### src/rtl/lbuf_port_scheduler.sv
// Port scheduler for the 128 x 128-bit dual-port local buffer: arbitrates one writer and
// two readers onto SRAM ports A/B, stalls same-address collisions, and runs a zeroing sweep.
module lbuf_port_scheduler #(
    parameter int ADDR_W    = 7,
    parameter int DATA_W    = 128,
    parameter int STRB_W    = 8,
    parameter int DEPTH     = 128,
    parameter int WR_STREAK = 4
) (
    input  logic              clk_i,
    input  logic              rst_n_i,
    input  logic              clr_start_i,
    output logic              busy_o,
    output logic              clr_done_o,
    input  logic              wr_valid_i,
    output logic              wr_ready_o,
    input  logic [ADDR_W-1:0] wr_addr_i,
    input  logic [DATA_W-1:0] wr_data_i,
    input  logic [STRB_W-1:0] wr_strb_i,
    input  logic              rd0_valid_i,
    output logic              rd0_ready_o,
    input  logic [ADDR_W-1:0] rd0_addr_i,
    output logic              rd0_rvalid_o,
    output logic [DATA_W-1:0] rd0_rdata_o,
    input  logic              rd1_valid_i,
    output logic              rd1_ready_o,
    input  logic [ADDR_W-1:0] rd1_addr_i,
    output logic              rd1_rvalid_o,
    output logic [DATA_W-1:0] rd1_rdata_o,
    output logic [ADDR_W-1:0] sram_a_o,
    output logic [ADDR_W-1:0] sram_b_o,
    output logic              sram_oea_o,
    output logic              sram_oeb_o,
    output logic [STRB_W-1:0] sram_wean_o,
    output logic [STRB_W-1:0] sram_webn_o,
    output logic [DATA_W-1:0] sram_dia_o,
    output logic [DATA_W-1:0] sram_dib_o,
    input  logic [DATA_W-1:0] sram_doa_i,
    input  logic [DATA_W-1:0] sram_dob_i
);

    // state    | meaning
    // ST_IDLE  | normal arbitration: writer/rd1 share port A, rd0 owns port B
    // ST_CLEAR | port A writes zero to address cnt_q each cycle, all requesters held off
    typedef enum logic {ST_IDLE, ST_CLEAR} state_t;

    localparam int SW = $clog2(WR_STREAK + 1);

    state_t            state_q, state_d;
    logic [ADDR_W-1:0] cnt_q, cnt_d;
    logic [SW-1:0]     streak_q, streak_d;
    logic              rd0_rvalid_q, rd1_rvalid_q;
    logic              rd1_turn;

    always_ff @(posedge clk_i or negedge rst_n_i) begin
        if (!rst_n_i) begin
            state_q      <= ST_IDLE;
            cnt_q        <= '0;
            streak_q     <= '0;
            rd0_rvalid_q <= 1'b0;
            rd1_rvalid_q <= 1'b0;
        end else begin
            state_q      <= state_d;
            cnt_q        <= cnt_d;
            streak_q     <= streak_d;
            rd0_rvalid_q <= rd0_ready_o;
            rd1_rvalid_q <= rd1_ready_o;
        end
    end

    always_comb begin
        state_d     = state_q;
        cnt_d       = cnt_q;
        streak_d    = streak_q;
        rd1_turn    = 1'b0;
        wr_ready_o  = 1'b0;
        rd0_ready_o = 1'b0;
        rd1_ready_o = 1'b0;
        busy_o      = 1'b0;
        clr_done_o  = 1'b0;
        sram_a_o    = '0;
        sram_dia_o  = '0;
        sram_wean_o = '1;
        sram_oea_o  = 1'b0;
        sram_b_o    = '0;
        sram_oeb_o  = 1'b0;
        case (state_q)
            ST_IDLE: begin
                // rd1 takes port A once the writer has had WR_STREAK grants in a row
                rd1_turn    = rd1_valid_i && (streak_q == SW'(WR_STREAK));
                wr_ready_o  = wr_valid_i && !rd1_turn;
                rd1_ready_o = rd1_valid_i && !wr_ready_o
                              && !(rd0_valid_i && (rd0_addr_i == rd1_addr_i));
                rd0_ready_o = rd0_valid_i && !(wr_ready_o && (wr_addr_i == rd0_addr_i));
                if (wr_ready_o) begin
                    sram_a_o    = wr_addr_i;
                    sram_dia_o  = wr_data_i;
                    sram_wean_o = ~wr_strb_i;
                end else if (rd1_ready_o) begin
                    sram_a_o   = rd1_addr_i;
                    sram_oea_o = 1'b1;
                end
                if (rd0_ready_o) begin
                    sram_b_o   = rd0_addr_i;
                    sram_oeb_o = 1'b1;
                end
                if (!rd1_valid_i || rd1_turn || rd1_ready_o) begin
                    streak_d = '0;
                end else if (wr_ready_o) begin
                    streak_d = streak_q + SW'(1);
                end
                if (clr_start_i) begin
                    state_d = ST_CLEAR;
                    cnt_d   = '0;
                end
            end
            ST_CLEAR: begin
                busy_o      = 1'b1;
                sram_a_o    = cnt_q;
                sram_wean_o = '0;
                if (!rd1_valid_i) begin
                    streak_d = '0;
                end
                if (cnt_q == ADDR_W'(DEPTH - 1)) begin
                    clr_done_o = 1'b1;
                    state_d    = ST_IDLE;
                    cnt_d      = '0;
                end else begin
                    cnt_d = cnt_q + ADDR_W'(1);
                end
            end
        endcase
    end

    assign sram_webn_o  = '1;
    assign sram_dib_o   = '0;
    assign rd0_rvalid_o = rd0_rvalid_q;
    assign rd1_rvalid_o = rd1_rvalid_q;
    assign rd0_rdata_o  = rd0_rvalid_q ? sram_dob_i : '0;
    assign rd1_rdata_o  = rd1_rvalid_q ? sram_doa_i : '0;

endmodule

### config.mk
export PLATFORM = sky130hd
export DESIGN_NAME = lbuf_port_scheduler
export DESIGN_NICKNAME = d
export VERILOG_FILES = /design/src/rtl/lbuf_port_scheduler.sv
export SDC_FILE = /design/constraint.sdc
export NUM_CORES = 1
export LEC_CHECK = 0
export CAP_MARGIN = 20
export CORE_AREA = 2 2 379 381
export DETAILED_ROUTE_END_ITERATION = 6
export DIE_AREA = 0 0 381 383
export HOLD_SLACK_MARGIN = 0.1
export PLACE_DENSITY = 0.31
export RECOVER_POWER = 100
export REMOVE_ABC_BUFFERS = 1
export SLEW_MARGIN = 20
export SYNTH_ARGS = -nofsm -noshare
export SYNTH_HDL_FRONTEND = slang
export SYNTH_SLANG_ARGS = --single-unit
### constraint.sdc
create_clock -name clk_i -period 2.2 [get_ports clk_i]
set_input_delay 0.33 -clock clk_i [delete_from_list [all_inputs] [get_ports clk_i]]
set_output_delay 0.33 -clock clk_i [all_outputs]
set_load 0.02 [all_outputs]
==> summary.txt <==
Placed design
  • Pre-CTS setup slack: -0.5984 ns
  • Weighted congestion at the end of routability-driven global placement: around 0.8
  • Detailed-placement wirelength estimate: approximately 81,000 um
  • Count of input and output buffers: 833
  • Placed inst area: around 0.017 mm2

Worst setup path
  • Crit path largest cell delay: roughly 0.49 ns
  • Dominant delay contributor by cell family on the critical path: buffers and inverters
  • Worst-path cell with the longest stage delay: clkdlybuf4s50_1
  • CP Buf/Inv Count: 4
  • Arr. time, crit path: a little over 2 ns
  • Data required time at the worst endpoint: between 1.5 and 2 ns
  • Critical path depth: 7
  • Critical Path Fanout Max: 3
  • Startpoint type of the worst setup path: input port
  • Crit path kind: in -> out
  • Element type at the critical path end: output pin
  • Crit path cell chain: clkdlybuf4s50_1, xnor2_1, buf_4, a41oi_4, buf_6, a221o_1, buf_12
  • Depth of the worst register-to-register path: 8

Global routing
  • Number of global-route vias before repair: ~7.9k
  • Residual overflow from global routing: 0
  • Maximum number of pins on one net before global-route repair: 70
  • Antenna violations before repair: around 110
  • Global-route total usage across every layer: 0.1144
  • Wire length of the first global-routing pass: approximately 110,000 um

STA
  • Unrepaired setup endpoints after global routing: yes
  • Maximum operating frequency: 416.7 MHz
  • Period minus WS final: 2.400 ns
  • Final setup TNS: -17.49 ns
  • Pins Over Slew Limit: 0
  • Smallest setup slack after layout: -0.2000 ns
  • Tightest hold margin: between 0.5 and 0.6 ns
  • Final setup viols: approximately 230
  • Final clock skew: 0.001735 ns
  • Slew margin rel.: 0.4281
  • Fin. Hold Viols: 0
  • Final worst-path cycle share: 1.091
  • Worst Tran Pin Value: about 0.86 ns

CTS
  • TritonCTS Buffers: 3
  • Max clock buf depth: 2
  • TritonCTS clock tree: built
  • Root buffer selected by CTS: clkbuf_16
  • Clock network latency to the later pin of the worst-skew pair: 0.25 ns
  • Clock transition at the register clock pins on the worst setup and hold paths after CTS: ~0.050 ns
  • Clock H-tree levels: 1
  • # clock sinks: 13

Min path
  • Class of the most critical hold timing path: in -> reg
  • Worst Hold Path Cells: 3

Layout
  • Net total in the final layout: 2,012
  • Synthesis-to-finish area growth: 274.6%
  • Fraction of layout cells with a size suffix above 1: 0.3210
  • Count of fill cells added during filler insertion: ~16k
  • Final design instance area without fill: between 0.015 and 0.02 mm2

Run
  • Max-capacitance violation count: 0

Detailed routing
  • Per-cell routed wire length: 25.26 um
  • Antenna viol nets, final: 0
  • Via count of the routed design: slightly above 8k
  • DRC violation count after routing: 0
  • Number of vias per cell: about 2.3
  • Total wire length after detailed routing: between 80,000 and 90,000 um
  • Length of the first detailed-routing pass in iterations: 4
  • Initial detailed-routing violation count: 215

Logic synthesis
  • Largest cells by area after synthesis: and2_1 52%, buf_4 22%, dfrtp_1 6.8%
  • FF+latch count, synth: 13
  • Unique cell type count in the Yosys netlist: 42
  • Avg Cell Area, Syn: a little under 7 um2
  • Count leader, synth: and2_1
  • Number of flops mapped to enable cells by yosys: 0
  • Number of warning messages in the yosys log: 0
  • Top cell types by occurrence after synthesis: 399 x and2_1, 143 x buf_4, 39 x clkbuf_1
  • Fraction of post-synthesis cell area in the top cell type by area: 0.5218
  • Cell type with the highest aggregate area in the netlist: and2_1
  • Sequential-to-total area share from yosys stat: 0.06801
  • Proportion of register bits with asynchronous set or reset after synthesis: 1.000
  • Predominant post-synthesis flop cell: dfrtp_1
  • Post-synthesis cell area: approximately 0.0048 mm2
  • Number of instances in the synthesized netlist: approximately 700

Power
  • Static power due to leakage: around 7.0 nW
  • Switching power: 1.323 mW
  • Combinational share of power: 0.764
  • Sequential share of power: 0.124
  • Share of total power consumed by net switching: 0.4057
  • Cell internal power dissipation: approximately 1.9 mW
  • Fraction of power consumed by the clock network: 0.112
  • Maximum vdd drop: approximately 0.00032 V
  • Power per standard cell area: about 180 mW/mm2

Die
  • Overall die area: roughly 0.15 mm2
  • Die height: roughly 380 um
  • Site Rows: 139
  • CORE AREA: 0.1423 mm2
  • Starting density of the core: 0.03362
  • I/O pin total: 970
  • Die width: 381 um

Outcome
  • Violated checks: setup timing
  • Outcome: finished with violations
-- area by class of cell --
class / instances / area (um2) / area share
diodes: 15 / 37.54 / 0.002095
clock buffers: 4 / 78.83 / 0.004399
inverters: 6 / 22.52 / 0.001257
multi-input cells: 625 / 4203 / 0.2346
flip-flops and latches: 13 / 334.1 / 0.01864
well taps: 1903 / 2381 / 0.1329
repair buffers: 941 / 10860 / 0.6062
-- tightest hold or removal path, stage by stage --
cell and delay, ns:
dlygate4sd2_1 0.23, buf_4 0.13, o31ai_1 0.07
-- state kept, by name (all words and copies together), names as in the netlist --
register	flops
cnt_q	7
rd1_rvalid_o	1
streak_q	3
rd0_rvalid_o	1
state_q	1
-- cell families (layout without fill, tap and decap cells) --
family,Yosys count,after routing,share of synthesized area
XOR/XNOR,17,17,0.03113
other,2,151,0.001570
buffers and inverters,190,951,0.2618
adder cells (fa/ha/maj),3,3,0.007848
AO/OA/AOI/OAI,38,38,0.06487
AND/OR/NAND/NOR,431,431,0.5647
flip-flops,13,13,0.06801
-- power groups by stage --
| stage | sequential [mW] | clock, mW | combinational, mW |
|---|---|---|---|
| after floorplan | 0.387 | 0 | 0.731 |
| after global placement | 0.409 | 0 | 2.42 |
| after detailed placement | 0.412 | 0 | 2.39 |
| after CTS | 0.406 | 0.373 | 2.53 |
| after global routing | 0.424 | 0.387 | 2.68 |
| final | 0.406 | 0.364 | 2.49 |
-- layer usage --
layer  track usage  share of wire  up-vias
met2        0.1797           0.44      647
met5             0        0.00074        -
met4       0.01032          0.018       12
li1              -              -     3664
met1        0.1368           0.40     3553
met3       0.06985           0.14      172
-- through the flow --
step,util,total power [mW],cells
floorplan,-,1.118,644
global placement,0.1185,2.831,3448
detailed placement,0.1185,2.805,3448
CTS,0.1266,3.306,3483
global route,0.1257,3.489,3494
finish,0.1260,3.261,3507
-- worst paths after layout --
path	start	to	slack [ns]
max	rd1_addr_i[2]	sram_a_o[3]	-0.20
min	wr_valid_i	streak_q[2]$_DFFE_PN0P_	0.56
max reg2reg	streak_q[0]$_DFFE_PN0P_	streak_q[0]$_DFFE_PN0P_	0.45
min reg2reg	cnt_q[1]$_DFFE_PN0P_	cnt_q[1]$_DFFE_PN0P_	0.59
max in group asynchronous	rst_n_i	rd0_rvalid_o$_DFF_PN0_	0.86
min in group asynchronous	rst_n_i	cnt_q[0]$_DFFE_PN0P_	0.70
-- placed cells by master (no fill, tap or decap), drive strengths merged, types with 7 or more instances in the layout --
| cell | netlist | final |
|---|---|---|
| clkdlybuf4s50 | 0 | 530 |
| and2 | 399 | 399 |
| buf | 145 | 323 |
| conb | 2 | 136 |
| clkbuf | 39 | 59 |
| dlygate4sd2 | 0 | 25 |
| xor2 | 16 | 16 |
| diode | 0 | 15 |
| dfrtp | 13 | 13 |
| a21oi | 10 | 10 |
| a221o | 7 | 7 |
-- what timing repair did --
action                                  4_1_cts  5_1_grt
pin swaps                                    38       21
endpoints found under the setup margin      202      199
resized for setup                           381       89
buffers inserted                             24       10
hold buffers                                  0        0
gates cloned                                  8        2
(Power assumes the default switching activity.)
